==> config.mk <==
export PLATFORM = sky130hd
export DESIGN_NAME = mips_cpu_load_store_unit
export DESIGN_NICKNAME = d
export VERILOG_FILES = /design/src/rtl/mips_cpu_load_store_unit.sv
export SDC_FILE = /design/constraint.sdc
export NUM_CORES = 1
export LEC_CHECK = 0
export ABC_CLOCK_PERIOD_IN_PS = 1950
export CORE_ASPECT_RATIO = 1.25
export CORE_MARGIN = 3
export CORE_UTILIZATION = 43
export DETAILED_ROUTE_END_ITERATION = 10
export PLACE_DENSITY = 0.86
export SYNTH_ARGS = -nofsm -noshare
export SYNTH_HDL_FRONTEND = slang
export SYNTH_SLANG_ARGS = --single-unit
export TNS_END_PERCENT = 50
==> constraint.sdc <==
create_clock -name clk -period 1.95 [get_ports clk]
set_input_delay 0.195 -clock clk [delete_from_list [all_inputs] [get_ports clk]]
set_output_delay 0.195 -clock clk [all_outputs]
set_load 0.005 [all_outputs]
==> src/rtl/mips_cpu_load_store_unit.sv <==
// rtl/mips_cpu_load_store_unit.sv - MIPS load/store unit mapping LB..SW onto a big-endian word-only data memory
// Optional MISALIGN_EXC_EN: misaligned LH/LHU/SH/LW/SW are rejected with an addr_error pulse.
module mips_cpu_load_store_unit #(
    parameter int ADDR_W = 32,
    parameter int OP_W   = 4
) (
    input  logic              clk,
    input  logic              reset_n,
    input  logic              req_valid,
    output logic              req_ready,
    input  logic [OP_W-1:0]   op,
    input  logic [ADDR_W-1:0] addr,
    input  logic [31:0]       store_data,
    input  logic [31:0]       reg_old,
    output logic [31:0]       load_result,
    output logic              load_valid,
    output logic              store_done,
    output logic              addr_error,
    output logic [ADDR_W-1:0] data_address,
    output logic              data_read,
    output logic              data_write,
    output logic [31:0]       data_writedata,
    input  logic [31:0]       data_readdata
);
    localparam logic [OP_W-1:0] OP_LB  = OP_W'(0);
    localparam logic [OP_W-1:0] OP_LBU = OP_W'(1);
    localparam logic [OP_W-1:0] OP_LH  = OP_W'(2);
    localparam logic [OP_W-1:0] OP_LHU = OP_W'(3);
    localparam logic [OP_W-1:0] OP_LW  = OP_W'(4);
    localparam logic [OP_W-1:0] OP_LWL = OP_W'(5);
    localparam logic [OP_W-1:0] OP_LWR = OP_W'(6);
    localparam logic [OP_W-1:0] OP_SB  = OP_W'(8);
    localparam logic [OP_W-1:0] OP_SH  = OP_W'(9);
    localparam logic [OP_W-1:0] OP_SW  = OP_W'(10);

    typedef enum logic {IDLE, RMW_WRITE} state_t;

    state_t            state;
    state_t            next_state;
    logic              running;
    logic              is_load;
    logic              is_sw;
    logic              is_sub;
    logic              is_half;
    logic              is_word;
    logic              legal;
    logic              misaligned;
    logic              accept;
    logic              go;
    logic [1:0]        k;
    logic [1:0]        k_eff;
    logic [1:0]        k_inv;
    logic [4:0]        sh_l;
    logic [4:0]        sh_r;
    logic [7:0]        byte_val;
    logic [15:0]       half_val;
    logic [31:0]       load_value;
    logic [31:0]       rmw_buf;
    logic [31:0]       rmw_merged;
    logic [15:0]       rmw_data;
    logic [1:0]        rmw_k;
    logic              rmw_half;
    logic [ADDR_W-3:0] rmw_word;

    always_comb begin
        is_load = 1'b0;
        is_sw   = 1'b0;
        is_sub  = 1'b0;
        is_half = 1'b0;
        is_word = 1'b0;
        case (op)
            OP_LB, OP_LBU, OP_LWL, OP_LWR: is_load = 1'b1;
            OP_LH, OP_LHU: begin is_load = 1'b1; is_half = 1'b1; end
            OP_LW:         begin is_load = 1'b1; is_word = 1'b1; end
            OP_SB:         is_sub = 1'b1;
            OP_SH:         begin is_sub = 1'b1; is_half = 1'b1; end
            OP_SW:         begin is_sw = 1'b1; is_word = 1'b1; end
            default:       ;
        endcase
    end

    assign legal = is_load | is_sw | is_sub;
    assign k     = addr[1:0];

`ifdef MISALIGN_EXC_EN
    assign misaligned = (is_half & k[0]) | (is_word & (k != 2'b00));
`else
    assign misaligned = 1'b0;
`endif

    // Without the exception build, the offending low address bits are simply dropped.
    assign k_eff     = is_word ? 2'b00 : (is_half ? {k[1], 1'b0} : k);
    assign k_inv     = 2'd3 - k_eff;
    assign sh_l      = {k_eff, 3'b000};
    assign sh_r      = {k_inv, 3'b000};
    assign req_ready = running & (state == IDLE);
    assign accept    = req_valid & req_ready;
    assign go        = accept & legal & ~misaligned;

    always_comb begin
        byte_val   = 8'(data_readdata >> sh_r);
        half_val   = k_eff[1] ? data_readdata[15:0] : data_readdata[31:16];
        load_value = data_readdata;
        case (op)
            OP_LB:   load_value = {{24{byte_val[7]}}, byte_val};
            OP_LBU:  load_value = {24'h000000, byte_val};
            OP_LH:   load_value = {{16{half_val[15]}}, half_val};
            OP_LHU:  load_value = {16'h0000, half_val};
            OP_LWL:  load_value = (data_readdata << sh_l) | (reg_old & ((32'd1 << sh_l) - 32'd1));
            OP_LWR:  load_value = (data_readdata >> sh_r) | (reg_old & ~(32'hFFFF_FFFF >> sh_r));
            default: ;
        endcase
    end

    always_comb begin
        rmw_merged = rmw_buf;
        if (rmw_half) begin
            if (rmw_k[1]) rmw_merged[15:0] = rmw_data;
            else          rmw_merged[31:16] = rmw_data;
        end else begin
            case (rmw_k)
                2'd0:    rmw_merged[31:24] = rmw_data[7:0];
                2'd1:    rmw_merged[23:16] = rmw_data[7:0];
                2'd2:    rmw_merged[15:8]  = rmw_data[7:0];
                default: rmw_merged[7:0]   = rmw_data[7:0];
            endcase
        end
    end

    always_ff @(posedge clk or negedge reset_n) begin
        if (!reset_n) state <= IDLE;
        else          state <= next_state;
    end

    always_comb begin
        next_state     = state;
        data_read      = 1'b0;
        data_write     = 1'b0;
        data_writedata = 32'h0;
        data_address   = {addr[ADDR_W-1:2], 2'b00};
        case (state)
            IDLE: begin
                if (go) begin
                    data_read = is_load | is_sub;
                    if (is_sw) begin
                        data_write     = 1'b1;
                        data_writedata = store_data;
                    end
                    if (is_sub) next_state = RMW_WRITE;
                end
            end
            RMW_WRITE: begin
                data_write     = 1'b1;
                data_writedata = rmw_merged;
                data_address   = {rmw_word, 2'b00};
                next_state     = IDLE;
            end
            default: next_state = IDLE;
        endcase
    end

    always_ff @(posedge clk or negedge reset_n) begin
        if (!reset_n) begin
            running     <= 1'b0;
            load_result <= 32'h0;
            load_valid  <= 1'b0;
            store_done  <= 1'b0;
            rmw_buf     <= 32'h0;
            rmw_data    <= 16'h0;
            rmw_k       <= 2'b00;
            rmw_half    <= 1'b0;
            rmw_word    <= '0;
        end else begin
            running    <= 1'b1;
            load_valid <= go & is_load;
            store_done <= (go & is_sw) | (state == RMW_WRITE);
            if (go & is_load) load_result <= load_value;
            if (go & is_sub) begin
                rmw_buf  <= data_readdata;
                rmw_data <= store_data[15:0];
                rmw_k    <= k_eff;
                rmw_half <= is_half;
                rmw_word <= addr[ADDR_W-1:2];
            end
        end
    end

`ifdef MISALIGN_EXC_EN
    always_ff @(posedge clk or negedge reset_n) begin
        if (!reset_n) addr_error <= 1'b0;
        else          addr_error <= accept & legal & misaligned;
    end
`else
    assign addr_error = 1'b0;
`endif

endmodule

==> impl_results.md, run 1 <==
- Nets: 1172
- Initial core utilization: between 40% and 50%
- Critical Path End Type: output port
- Die Height: between 150 and 200 µm
- Site Rows: 53
- DIE WIDTH: 123.6 µm
- Post-Syn Area: 7431 µm²
- Worst EP arrival: 2.17 ns
- Status: finished, violations left
- RSZ-0062 raised after global routing: true
- Slew Limit Fails: 0
- Power Dens Cells: 802.5 nW/µm²
- Fillers: ~1200
- CTS H-tree depth: 4
- FF-to-FF Start: state
- CP Capture Point: data_writedata[6]
- Setup Skew: 0.005032 ns
- Most used DFF post-synth: dfrtp_1
- Synth unique cells: 53
- CTS tree: done
- Async S/R FF share, synth: 100.0%
- Fraction of layout cells with a size suffix above 1: 40.04%
- Leak: 5.481 nW
- Failing checks: negative setup slack
- Achievable frequency: 422.3 MHz
- Largest net degree at the start of global routing: 47
- WS Path Type: flop to output port
- Clock root buffer: clkbuf_16
- Routed WL: 30170 µm
- Commonest non-fill, non-tap cell in the layout: clkdlybuf4s50_1
- Most frequent cells in the layout: clkdlybuf4s50_1 (164), mux2_2 (119), dfrtp_1 (116)
- Die area: 18900 µm²
- CTS buffer count: 17
- CP required: 1.75 ns
- Detailed Place HPWL: 20510 µm
- Worst-margin pin slew: 0.5506 ns
- Syn Inst Count: 712
- Area occupied by multi-input gates: between 4000 and 5000 µm²
- Max-slew headroom: 63.29%
- Util after Layout: ~71%
- Number of flops mapped to enable cells by yosys: 0
- Reg area: 2929 µm²
- Clock sink count: approximately 120
- Core ar.: 16910 µm²
- Placed cell areas: 10820 µm²
- I/O pin count: 237
- Max IR drop VDD: about 0.61 mV
- Initial antenna violation count: 0
- Number of global-route vias before repair: 7725
- Vias: 7652
- Mean number of vias per cell: 6.030
- Post-route setup TNS: -16.48 ns
- Critical Path Start Type: flop
- CP Max Fanout: 5
- Final worst slack: -0.4182 ns
- Post-route DRC: 0
- Final setup viols: 122
- Max Cap Viol: 0
- Reg2reg path depth: 7
- Longest Clk Path Bufs: 2
- Tcrit/Tclk final: 121.4%
- ANT cells: 0
- Crit path launch: state
- Seq/Total Area, Yosys: just under 40%
- HP Class: input pin to async pin
- Routed WL per cell: 23.78 µm
- First-pass GRT wire length: 44150 µm
- Ys Warns: 0
- Area growth from synthesis to layout: 62.57%
- R2r endpoint: rmw_buf[18]
- Worst-path clk slew: 0.05 ns
- Congestion Overflow GR: 0
- Iteration-0 DRC Markers: 575
- First drt pass iteration count: 6
- Layout Cell Area excl Fill: 12080 µm²
- Seq cells post-synth: around 120
- Total power: 0.009695 W
- R2r setup slk: -0.12 ns
- Hold Fails Final Rpt: 0
- Gpl congestion: 0.9964
- Clock Latency Late Sink: 0.41 ns
- Post-route minimum period: 2.368 ns
- Synth Area per Inst: 10.44 µm²
- GR Util All Layers: 30.49%
- DRT antenna net count: 0
- Input/output buffers: 233
## metrics by stage
| stage | hold slack (ns) | setup slack, ns | instances |
|---|---|---|---|
| floorplan | -0.1006 | -0.2596 | 714 |
| global placement | 0.2117 | -0.7720 | 1213 |
| detailed placement | 0.2139 | -0.8475 | 1213 |
| CTS | 0.3157 | -0.5017 | 1268 |
| global route | 0.3540 | -0.4789 | 1269 |
| finish | 0.3052 | -0.4182 | 1269 |
## registers in the layout (all words and copies together), names as in the netlist
name         count
rmw_data        16
running          1
store_done       1
rmw_half         1
rmw_k            2
state            1
rmw_word        30
rmw_buf         32
load_valid       1
load_result     32
## where the power goes
part	switching, W	leakage (nW)	internal [W]
Sequential	0.000402	1.41	0.00298
Clock	0.00115	0.309	0.00227
Combinational	0.00121	3.76	0.00168
## timing repair
action / 4_1_cts / 5_1_grt
hold buffers: 1 / 0
resized for setup: 212 / 75
cloned: 7 / 5
setup buffers: 16 / 2
setup endpoints to repair: 165 / 176
pin swaps: 40 / 11
hold endpoints to repair: 33 / 0
## worst min-delay path by stage
stage	start	end	depth (start not counted)
after floorplan	reset_n	load_result[0]	0
after global placement	reset_n	rmw_data[4]	1
after detailed placement	reset_n	rmw_data[3]	1
after CTS	reset_n	rmw_data[2]	2
after global routing	reset_n	rmw_word[28]	2
final	reset_n	rmw_word[28]	2
## Yosys cell counts (9+ instances only)
library cell | count | area share (%)
buf_2 | 13 | 0.88
nor2_1 | 31 | 1.6
a22oi_1 | 14 | 1.4
o21ai_0 | 33 | 2.2
mux2_2 | 139 | 21
mux2i_1 | 45 | 6.1
or3_1 | 9 | 0.76
o22ai_1 | 25 | 2.1
nand3_1 | 11 | 0.74
a21oi_1 | 30 | 2.0
clkbuf_1 | 28 | 1.4
a31oi_1 | 16 | 1.3
a22o_1 | 16 | 1.9
dfrtp_1 | 117 | 39
a21oi_2 | 11 | 1.3
o221ai_1 | 14 | 1.7
nand2_1 | 57 | 2.9
o211ai_1 | 9 | 0.91
## worst max-delay path, stage by stage (launching register included)
cell     delay (ns)
dfrtp_2        0.42
nor2b_4        0.14
nand2_2        0.07
or3_4          0.39
nor2_4         0.12
buf_6          0.13
buf_8          0.10
buf_12         0.12
a22o_1         0.14
buf_2          0.12
## logic make-up (layout without fill, tap and decap cells)
| kind of cell | Yosys count | after routing | synth area share, % |
|---|---|---|---|
| other | 2 | 4 | 0.1011 |
| buffers and inverters | 64 | 399 | 3.906 |
| DFF | 117 | 117 | 39.40 |
| AOI/OAI and AO/OA | 208 | 208 | 19.89 |
| and+or+nand+nor | 136 | 136 | 9.396 |
| muxes | 185 | 185 | 27.31 |
## per-layer routing
metal  GRT usage (%)  vias up  wire length (µm)
met5               0        -                 0
met4           12.72        0              1128
met3           6.773       81              2457
met2           51.25      457             15170
met1           37.26     3746             11420
li1                -     3368                 -
## layout make-up
| class | count | share of cell area (%) |
|---|---|---|
| flip-flops and latches | 117 | 24.25 |
| well taps | 220 | 2.279 |
| clock buffers | 23 | 4.039 |
| clock inverters | 8 | 1.212 |
| repair buffers | 360 | 30.06 |
| repair inverters | 1 | 0.1346 |
| inverters | 7 | 0.3522 |
| multi-input cells | 533 | 37.68 |
Note: power is estimated with default switching activity, not from simulation.
==> run 2: changes to the inputs <==
--- a/config.mk
+++ b/config.mk
@@ -5,10 +5,11 @@
 export SDC_FILE = /design/constraint.sdc
 export NUM_CORES = 1
 export LEC_CHECK = 0
+export ABC_AREA = 1
 export ABC_CLOCK_PERIOD_IN_PS = 1950
 export CORE_ASPECT_RATIO = 1.25
 export CORE_MARGIN = 3
-export CORE_UTILIZATION = 43
+export CORE_UTILIZATION = 44
 export DETAILED_ROUTE_END_ITERATION = 10
 export PLACE_DENSITY = 0.86
 export SYNTH_ARGS = -nofsm -noshare
==> run 2 against run 1 <==
  * The flow still finishes with violations (negative setup slack)
  * Count of clock-buffer cells in the layout fell by 2
  * Global-route usage increased by 1.2 points
  * Non-clock buffer count grew 1
  * Sequential share of layout area decreased by 1.2 points
  * Register-to-register slack gained 0.11 ns
  * Die area increased by 9.3%
  * Critical endpoint is now data_writedata[21]
==> impl_results.md, run 2 <==
- Status: finished, violations left (unchanged)
- Failing checks: negative setup slack (unchanged)
- Clock sink count: 117 (unchanged)
- Biggest regs: load_result: 32 flops, rmw_buf: 32 flops, rmw_word: 30 flops (unchanged)
- Area growth from synthesis to layout: 52.48% (was 62.57%)
- Setup Skew: 0.01237 ns (was 0.005032 ns)
- Reg2reg path depth: 11 (was 7)
- Commonest cells post-synth: nand2_1 (414), nand3_1 (138), o21ai_0 (132) (was mux2_2 (139), dfrtp_1 (117), nand2_1 (57))
- Hold Slack: 0.2621 ns (was 0.3052 ns)
- Post-route DRC: 0 (unchanged)
- Max Cap Viol: 0 (unchanged)
- Commonest non-fill, non-tap cell in the layout: nand2_1 (was clkdlybuf4s50_1)
- Longest Clk Path Bufs: 2 (unchanged)
- Achievable frequency: 467.1 MHz (was 422.3 MHz)
- Ys Warns: 0 (unchanged)
- Logic pwr share: 34.2% (was 29.9%)
- Mean number of vias per cell: 5.790 (was 6.030)
- M1 WL: 13120 µm (was 11420 µm)
- Fillers: 1508 (was 1188)
- Syn Inst Count: 1300 (was 712)
- Pint: 0.006282 W (was 0.006931 W)
- Synth Area per Inst: 6.418 µm² (was 10.44 µm²)
- Post-synthesis simple-gate area fraction: 32.29% (was 9.396%)
- CP Max Fanout: 6 (was 5)
- Post-route setup TNS: -3.981 ns (was -16.48 ns)
- Clock network power share: 31.1% (was 35.2%)
- First drt pass iteration count: 8 (was 6)
- I/O pin count: 237 (unchanged)
- Count leader, synth: nand2_1 (was mux2_2)
- Tcrit/Tclk final: 109.8% (was 121.4%)
- Worst EP arrival: 1.95 ns (was 2.17 ns)
- Initial antenna violation count: 1 (was 0)
- Post-route minimum period: 2.141 ns (was 2.368 ns)
- Detailed Place HPWL: 23610 µm (was 20510 µm)
- Seq cells post-synth: 117 (unchanged)
- RSZ-0062 raised after global routing: true (unchanged)
- Hold Fails Final Rpt: 0 (unchanged)
- Post-synth top area share: 35.09% (was 39.40%)
- Combinational family with the most area after synthesis: simple AND/OR/NAND/NOR gates (was multiplexers)
- FF-to-FF Start: state (unchanged)
- Power Dens Cells: 764.6 nW/µm² (was 802.5 nW/µm²)
- Gpl congestion: 1.039 (was 0.9964)
- Fraction of layout cells with a size suffix above 1: 19.09% (was 40.04%)
- Critical Path End Type: output port (unchanged)
- First-pass GRT wire length: 52140 µm (was 44150 µm)
- Sequential share of power: 34.7% (was 34.9%)
- Synth unique cells: 31 (was 53)
- Worst-path clk slew: 0.05 ns (about the same)
- GR Util All Layers: 31.71% (was 30.49%)
- Slew Limit Fails: 0 (unchanged)
- Most used DFF post-synth: dfrtp_1 (unchanged)
- Post-Syn Area: 8343 µm² (was 7431 µm²)
- Uppermost layer routed: met4 (unchanged)
- CTS tree: done (unchanged)
- Clock Latency Late Sink: 0.42 ns (was 0.41 ns)
- Nets: 1725 (was 1172)
- CP required: 1.75 ns (about the same)
- Final setup viols: 36 (was 122)
- Routed WL per cell: 19.15 µm (was 23.78 µm)
- Area contributors post-synth: dfrtp_1 (35%), nand2_1 (19%), nand3_1 (8.3%), o21ai_0 (7.9%), a21oi_1 (6.1%) (was dfrtp_1 (39%), mux2_2 (21%), mux2i_1 (6.1%), nand2_1 (2.9%), o21ai_0 (2.2%))
- Die area: 20660 µm² (was 18900 µm²)
- Met3 WL: 3205 µm (was 2457 µm)
- HP Class: input pin to async pin (unchanged)
- CTS buffer count: 17 (unchanged)
- Input/output buffers: 233 (unchanged)
- CTS H-tree depth: 4 (unchanged)
- Number of flops mapped to enable cells by yosys: 0 (unchanged)
- Psw: 0.003445 W (was 0.002764 W)
- Post-Synth Adder-Cell Area: 0% (unchanged)
- Sw frac: 35.41% (was 28.51%)
- Site Rows: 55 (was 53)
- Clock root buffer: clkbuf_16 (unchanged)
- Iteration-0 DRC Markers: 1306 (was 575)
- Most frequent cells in the layout: nand2_1 (388), clkdlybuf4s50_1 (165), nand3_1 (120) (was clkdlybuf4s50_1 (164), mux2_2 (119), dfrtp_1 (116))
- WS Path Type: flop to output port (unchanged)
- Mux contribution to synthesized area: 0% (was 27.31%)
- Leak: 6.109 nW (was 5.481 nW)
- Async S/R FF share, synth: 100.0% (unchanged)
- Routed WL: 35080 µm (was 30170 µm)
- Post-synthesis xor/xnor area fraction: 0% (unchanged)
- Initial core utilization: 45.41% (was 43.94%)
- Core ar.: 18370 µm² (was 16910 µm²)
- Congestion Overflow GR: 0 (unchanged)
- R2r endpoint: rmw_word[29] (was rmw_buf[18])
- Seq/Total Area, Yosys: 35.09% (was 39.40%)
- R2r setup slk: -0.01 ns (was -0.12 ns)
- Critical Path Start Type: flop (unchanged)
- Max IR drop VDD: 0.6949 mV (was 0.6062 mV)
- DRT antenna net count: 0 (unchanged)
- Final worst slack: -0.1909 ns (was -0.4182 ns)
- Die Height: 160.0 µm (was 153.0 µm)
- Vias: 10610 (was 7652)
- Metal2 WL: 16590 µm (was 15170 µm)
- Largest net degree at the start of global routing: 54 (was 47)
- Number of global-route vias before repair: 9823 (was 7725)
- Complex-gate fraction of the synthesized area: 21.72% (was 19.89%)
- Leading area contributor after synthesis: dfrtp_1 (unchanged)
- DIE WIDTH: 129.2 µm (was 123.6 µm)
run 2: cell count changes after synthesis, moves of 16 or more:
| cell | delta |
|---|---|
| a21oi_1 | +72 |
| o21ai_0 | +99 |
| o21ai_1 | +60 |
| o22ai_1 | -25 |
| nand3_1 | +127 |
| inv_1 | +107 |
| buf_2 | +18 |
| clkbuf_1 | +22 |
| a22o_1 | -16 |
| mux2_2 | -139 |
| mux2i_1 | -45 |
| nand2_1 | +357 |
run 2: logic make-up (layout without fill, tap and decap cells):
family | Yosys count | after routing
simple gates | 628 | 628
flops | 117 | 117
compound gates | 336 | 336
buf+inv | 217 | 518
other cells | 2 | 5
run 2: metrics by stage:
stage	std cells	setup slack (ns)	utilization (%)	total power (W)	cell area (µm²)
4_1_cts	1820	-0.1924	67.01	0.009513	12310
6_report	1832	-0.1909	69.23	0.009727	12720
2_1_floorplan	1302	0.1813	-	0.004832	8351
3_5_place_dp	1773	-0.4553	62.87	0.006439	11550
3_3_place_gp	1773	-0.3498	62.87	0.006368	11550
5_1_grt	1831	-0.2749	69.22	0.01021	12720
run 2: how the worst max path moves through the flow:
stage,start,endpoint,slack (ns),cells past startpoint
after CTS,state,data_writedata[25],-0.19,9
final,state,data_writedata[21],-0.19,9
after global placement,op[2],load_result[14],-0.35,12
after detailed placement,op[3],data_writedata[26],-0.46,9
after global routing,rmw_half,data_writedata[15],-0.27,6
after floorplan,state,rmw_buf[18],0.18,11
run 2: power groups by stage:
stage               clock, W  sequential [W]  combinational (W)
floorplan                  0         0.00326            0.00158
global placement           0         0.00333            0.00304
detailed placement         0         0.00334            0.00310
CTS                  0.00303         0.00332            0.00316
global route         0.00315         0.00342            0.00364
finish               0.00303         0.00337            0.00333
run 2: area by class of cell:
cell class              instances  area (µm²)  share of cell area (%)
flip-flops and latches        117        2929                   23.03
well taps                     228       285.3                   2.243
repair buffers                361        3635                   28.57
inverters                     125       470.5                   3.698
clock inverters                11       102.6                  0.8065
multi-input cells             968        4836                   38.02
clock buffers                  21       460.4                   3.620
diodes                          1       2.502                 0.01967
run 2: worst max-delay path: stages (launching register included):
cell and delay (ns):
dfrtp_2 0.43, nor2_4 0.16, nand2_2 0.09, a31oi_4 0.23, buf_6 0.17, buf_16 0.12, buf_4 0.10, nand3_2 0.05
nand2_1 0.06, buf_2 0.11
run 2: repair_timing:
action,4_1_cts,5_1_grt
cloned,6,9
resized for setup,223,79
pin swaps,2,3
hold endpoints to repair,27,0
buffers inserted,8,5
hold buffers,1,0
endpoints found under the setup margin,176,144
run 2: per-layer routing:
metal	global-route usage, %	vias up
met2	50.87	661
met5	0	-
met1	41.01	4927
met4	16.48	0
li1	-	4859
met3	4.885	160
==> run 3: changes to the inputs <==
--- a/config.mk
+++ b/config.mk
@@ -7,11 +7,13 @@
 export LEC_CHECK = 0
 export ABC_AREA = 1
 export ABC_CLOCK_PERIOD_IN_PS = 1950
+export CELL_PAD_IN_SITES_DETAIL_PLACEMENT = 1
+export CELL_PAD_IN_SITES_GLOBAL_PLACEMENT = 1
 export CORE_ASPECT_RATIO = 1.25
 export CORE_MARGIN = 3
-export CORE_UTILIZATION = 44
+export CORE_UTILIZATION = 30
 export DETAILED_ROUTE_END_ITERATION = 10
-export PLACE_DENSITY = 0.86
+export PLACE_DENSITY = 0.85
 export SYNTH_ARGS = -nofsm -noshare
 export SYNTH_HDL_FRONTEND = slang
 export SYNTH_SLANG_ARGS = --single-unit
==> run 3 against run 2 <==
  * Sequential share of layout area decreased by 0.61 points
  * Global-route usage decreased by 5.3 points
  * First-iteration DRC count decreased by 35%
  * Setup slack got worse by 0.17 ns
  * Power increased by 5.6%
  * Via count increased by 2.0%
  * Sequential cell count unchanged
  * Die area increased by 45%
  * Design area increased by 2.7%
  * Clock skew decreased by 0.0017 ns
  * Final cell count increased by 6.9%
  * Largest power group is now combinational cells
  * The run still ends with negative setup slack left
  * Utilization decreased by 21 points
  * Critical endpoint is now data_writedata[15]
==> impl_results.md, run 3 (synthesis gave the netlist of run 2 again) <==
- DIE WIDTH: 155.2 µm (was 129.2 µm)
- Routed WL: 43750 µm (was 35080 µm)
- Clock Latency Late Sink: 0.43 ns (was 0.42 ns)
- Congestion Overflow GR: 0 (unchanged)
- WS Path Type: flop to output port (unchanged)
- Routed WL per cell: 22.33 µm (was 19.15 µm)
- Max Cap Viol: 0 (unchanged)
- Hold Fails Final Rpt: 0 (unchanged)
- Die area: 29860 µm² (was 20660 µm²)
- I/O pin count: 237 (unchanged)
- Critical Path End Type: output port (unchanged)
- Slew Limit Fails: 0 (unchanged)
- GR Util All Layers: 26.36% (was 31.71%)
- Power Dens Cells: 785.9 nW/µm² (was 764.6 nW/µm²)
- Status: finished, violations left (unchanged)
- Max IR drop VDD: 0.4512 mV (was 0.6949 mV)
- First drt pass iteration count: 5 (was 8)
- Final worst slack: -0.3584 ns (was -0.1909 ns)
- Max-slew headroom: roughly 65%
- Gpl congestion: 0.9365 (was 1.039)
- Core ar.: 27080 µm² (was 18370 µm²)
- Input/output buffers: 233 (unchanged)
- Fraction of layout cells with a size suffix above 1: 21.13% (was 19.09%)
- Nets: 1736 (was 1725)
- Critical Path Start Type: flop (unchanged)
- Largest net degree at the start of global routing: 70 (was 54)
- Clock sink count: 117 (unchanged)
- Longest Clk Path Bufs: 2 (unchanged)
- Post-route minimum period: 2.308 ns (was 2.141 ns)
- Tcrit/Tclk final: 118.4% (was 109.8%)
- CTS buffer count: 17 (unchanged)
- CP Max Fanout: 3 (was 6)
- Area growth from synthesis to layout: 56.60% (was 52.48%)
- Area occupied by multi-input gates: 4941 µm² (was 4836 µm²)
- Worst-margin pin slew: 0.5255 ns
- Vias: 10820 (was 10610)
- HP Class: input pin to async pin (unchanged)
- Initial antenna violation count: 0 (was 1)
- Mean number of vias per cell: 5.524 (was 5.790)
- Most frequent cells in the layout: nand2_1 (380), clkdlybuf4s50_1 (165), dfrtp_1 (116) (was nand2_1 (388), clkdlybuf4s50_1 (165), nand3_1 (120))
- M1 WL: 16650 µm (was 13120 µm)
- CP required: 1.75 ns (about the same)
- Final setup viols: 118 (was 36)
- Placed Instances: 1898 (was 1773)
- ANT cells: 0 (was 1)
- Die Height: 192.4 µm (was 160.0 µm)
- Post-route DRC: 0 (unchanged)
- CTS tree: done (unchanged)
- Biggest regs: load_result: 32 flops, rmw_buf: 32 flops, rmw_word: 30 flops (unchanged)
- Reg area: 2929 µm² (unchanged)
- Delay-heaviest family, CP: buffers and inverters (unchanged)
- Site Rows: 67 (was 55)
- Detailed Place HPWL: 28060 µm (was 23610 µm)
- Achievable frequency: 433.2 MHz (was 467.1 MHz)
- Number of global-route vias before repair: 11030 (was 9823)
- Crit-path cells: nor2_2 > buf_6 > nand2_4 > a31oi_4 > buf_6 > buf_6 > inv_8 > o32ai_4 > buf_6 > buf_6 (was nor2_4 > nand2_2 > a31oi_4 > buf_6 > buf_16 > buf_4 > nand3_2 > nand2_1 > buf_2)
- CTS H-tree depth: 4 (unchanged)
- Metal2 WL: 21590 µm (was 16590 µm)
- Non-Filler Instances: 1959 (was 1832)
- Uppermost layer routed: met4 (unchanged)
- Iteration-0 DRC Markers: 854 (was 1306)
- Clock root buffer: clkbuf_16 (unchanged)
- First-pass GRT wire length: 61670 µm (was 52140 µm)
- Setup Skew: 0.01071 ns (was 0.01237 ns)
- Worst EP arrival: 2.11 ns (was 1.95 ns)
- Met3 WL: 2871 µm (was 3205 µm)
- Crit path largest cell delay: 0.43 ns (about the same)
- Top cell by count, worst path: buf_6
- Worst path slowest cell: dfrtp_2 (unchanged)
- Initial core utilization: 30.81% (was 45.41%)
- Leak: 6.159 nW (was 6.109 nW)
- Layout Cell Area excl Fill: 13070 µm² (was 12720 µm²)
- Commonest non-fill, non-tap cell in the layout: nand2_1 (unchanged)
- CP bufs+invs: 6 (was 4)
- Fillers: 3393 (was 1508)
- Failing checks: negative setup slack (unchanged)
- DRT antenna net count: 0 (unchanged)
- RSZ-0062 raised after global routing: true (unchanged)
- Worst-path clk slew: 0.06 ns (was 0.05 ns)
- Total power: 0.01027 W (was 0.009727 W)
- Placed cell areas: 11710 µm² (was 11550 µm²)
-- run 3: metal layers --
metal	global-route usage, %	vias up
met5	0	-
met3	3.611	165
li1	-	4872
met2	45.33	533
met4	14.24	0
met1	31.85	5251
-- run 3: worst paths after layout --
check | start | endpoint | slack, ns | cells past startpoint
worst max-delay path | state | data_writedata[15] | -0.36 | 10
worst min-delay path | reset_n | load_result[13] | 0.26 | 2
worst max register to register | state | rmw_k[0] | -0.17 | 11
worst min register to register | load_result[8] | load_result[8] | 0.49 | 2
max in group asynchronous | reset_n | load_result[29] | 1.02 | 3
min in group clk | addr[5] | rmw_word[3] | 0.35 | 3
-- run 3: repair_timing --
item,in CTS,in global routing
setup buffers,12,7
hold endpoints to repair,29,0
hold buffers,1,0
setup endpoints to repair,85,148
resized for setup,233,123
pin swaps,2,5
cloned,4,9
-- run 3: where the power goes --
part | internal (W) | total (W) | leakage (nW) | switching, W
Clock | 0.00193 | 0.00325 | 0.280 | 0.00132
Combinational | 0.00156 | 0.00361 | 4.42 | 0.00205
Sequential | 0.00295 | 0.00341 | 1.46 | 0.000460
Total | 0.00644 | 0.0103 | 6.16 | 0.00383
-- run 3: through the flow --
stage               setup WS, ns  hold slack, ns  util, %  TNS, ns
global route             -0.4409          0.3280    48.25   -26.57
floorplan                 0.1813         -0.1006        -        0
CTS                      -0.2902          0.2876    46.31   -7.212
detailed placement       -0.6443          0.1890    43.25   -53.10
finish                   -0.3584          0.2627    48.25   -14.85
global placement         -0.4619          0.1921    43.25   -36.26
-- run 3: final cells by class --
| cell class | count | share of cell area [%] |
|---|---|---|
| Clock buffer | 18 | 3.361 |
| Multi-Input combinational cell | 968 | 37.82 |
| Sequential cell | 117 | 22.42 |
| Tap cell | 345 | 3.304 |
| Timing Repair Buffer | 372 | 28.27 |
| Clock inverter | 14 | 1.140 |
| Inverter | 125 | 3.687 |
-- run 3: worst reg2reg max path, cell delays in order (launching register included) --
cell and delay, ns:
dfrtp_2 0.43, nor2_2 0.13, buf_6 0.14, nand2_4 0.06, a31oi_4 0.17, buf_6 0.15
buf_6 0.12, inv_8 0.04, nor2_4 0.13, buf_8 0.31, nand2_1 0.17, o21ai_0 0.16
==> RTL change: new RTL, flow settings as in run 3 <==
Remove the case item `OP_LWL` of the case on `op`.
--- a/src/rtl/mips_cpu_load_store_unit.sv
+++ b/src/rtl/mips_cpu_load_store_unit.sv
@@ -108,3 +108,2 @@
             OP_LHU:  load_value = {16'h0000, half_val};
-            OP_LWL:  load_value = (data_readdata << sh_l) | (reg_old & ((32'd1 << sh_l) - 32'd1));
             OP_LWR:  load_value = (data_readdata >> sh_r) | (reg_old & ~(32'hFFFF_FFFF >> sh_r));
Check against the original RTL: not equivalent (Yosys sat finds a counterexample within 4 cycles, from zero or initial values and one cycle with reset_n low).
==> RTL change against run 3 <==
  * The run still ends with setup timing left
  * Area after synthesis decreased by 6.2%
  * Wire length fell by 19%
  * Die area decreased by 6.0%
  * Setup slack improved by 88 ps
  * Synthesized cell count decreased by 12%
  * Sequential share of layout area grew 1.7 points
  * Power grew 3.6%
  * Cell area shrank 6.8%
  * Sequential power hardly changed
  * Sequential cell count unchanged
  * Via count shrank 13%
  * Hold slack improved by 15 ps
  * Clock power decreased by 4%
  * Critical path type unchanged
  * Largest cell class unchanged
  * Largest power group unchanged
==> RTL change: results (changes against run 3) <==
- Status: finished with violations
- Failing checks: setup timing
- Total CTS buffers: 17 (unchanged)
- Post-Syn Instances: 1149 (-12%)
- Nets: 1574 (-9.3%)
- CP max FO: 10 (+7)
- Dpl hpwl: 24.8 mm (-11%)
- Peak VDD IR: 0.000606 V (+34%)
- Critical Path AT: 2030 ps (-80 ps)
- Placed cells: 1739 (-8.4%)
- GRT Total Usage: 24.7% (-1.6 points)
- Seq/Total Area, Yosys: 37.4% (+2.3 points)
- Worst r2r dst: load_result[21]
- Filler cells: 3149 (-7.2%)
- Synth area leaders: dfrtp_1, nand2_1, o21ai_0
- Worst hold path class: input port to async pin
- Share of layout cells above drive strength 1: 20.5% (-0.67 points)
- Yosys warnings: 0 (unchanged)
- Via density: 5.25 (-5.0%)
- Largest registers: load_result: 32 flops, rmw_buf: 32 flops, rmw_word: 30 flops
- Commonest cells in the synthesized netlist: nand2_1, o21ai_0, inv_1, dfrtp_1, a21oi_1
- Worst clock skew: 8.15 ps (-2.56 ps)
- Gpl congestion: 0.946 (+1.0%)
- Non-Filler Instances: 1787 (-8.8%)
- Post-synth cell types: 38 (+23%)
- PnR worst setup slack: -270 ps (+88.3 ps)
- Slew margin rel.: 65.6% (+0.75 points)
- WHS: 278 ps (+15.4 ps)
- Leakage: 5.85 nW (-5.1%)
- I/O Buffers: 225 (-3.4%)
- Pin count of the biggest net entering global routing: 53 (-24%)
- Setup tns final: -4870 ps (+9980 ps)
- Cell count of the worst reg-to-reg path: 9 (-2)
- Ant. Diodes: 0 (unchanged)
- R2R setup slack: 280 ps (+450 ps)
- Initial drt markers: 606 (-29%)
- Setup violations, final: 32 (-73%)
- WL per Instance: 19.9 µm (-11%)
- Vias in the first global route: 9993 (-9.4%)
- First-pass GRT wire length: 54.8 mm (-11%)
-- RTL change: worst max path at each step --
stage	start	end	slack (ps)	depth (start not counted)
floorplan	rmw_half	data_writedata[6]	330	7
CTS	state	data_address[4]	-260	6
finish	rmw_k[1]	data_writedata[27]	-270	9
global placement	op[0]	load_result[26]	-330	10
global route	rmw_k[1]	data_writedata[31]	-350	10
detailed placement	op[1]	load_result[24]	-530	10
-- RTL change: what timing repair did --
item | in CTS | in global routing
endpoints found under the hold margin | 31 | 0
pin swaps | 29 | 28
hold buffers | 1 | 0
resized for setup | 240 | 87
gates cloned | 5 | 1
buffers inserted | 10 | 3
endpoints found under the setup margin | 69 | 90
-- RTL change: per-stage QoR --
stage	setup WS [ps]	instance area (µm²)
after global placement	-334	11100
final	-270	12200
after floorplan	334	7830
after detailed placement	-529	11100
after CTS	-260	12000
after global routing	-347	12200
-- RTL change: kinds of logic (layout without fill, tap and decap cells) --
kind of cell	count (synthesis)	count (layout)	synth area share [%]
other	2	4	0.0960
AOI/OAI and AO/OA	347	347	25.3
and+or+nand+nor	458	458	25.4
buffers and inverters	225	526	11.9
DFF	117	117	37.4
-- RTL change: critical path, cell delays in order, from the launching register on --
cell           delay (ps)
dfrtp_2               470
buf_6                 150
nor2_4                110
inv_4                 100
buf_4                 160
a21oi_4               140
a21oi_2                50
nand2_1                80
o21ai_0                80
dlygate4sd2_1         260
-- RTL change: cell type report --
cell class | instances | area, µm² | share of cell area, %
sequential | 117 | 2930 | 24.1
clock buffer | 18 | 429 | 3.53
inverter | 147 | 564 | 4.64
multi-input combinational | 809 | 4290 | 35.3
timing repair buffer | 347 | 3390 | 27.9
tap | 335 | 419 | 3.44
clock inverter | 14 | 140 | 1.15
-- RTL change: layer usage --
layer | vias to the layer above | wire length, µm | global-route usage [%]
met5 | - | 0 | 0
met4 | 0 | 1560 | 11.7
met3 | 101 | 2080 | 4.30
met2 | 399 | 17500 | 41.6
met1 | 4551 | 14500 | 30.4
li1 | 4329 | - | -
-- RTL change: power by group --
| group | total, mW | internal, mW | leakage, nW | switching (mW) |
|---|---|---|---|---|
| clock network | 3.12 | 1.79 | 0.269 | 1.34 |
| logic | 4.10 | 1.88 | 4.19 | 2.22 |
| registers | 3.42 | 3.02 | 1.39 | 0.393 |
| total | 10.6 | 6.69 | 5.85 | 3.95 |
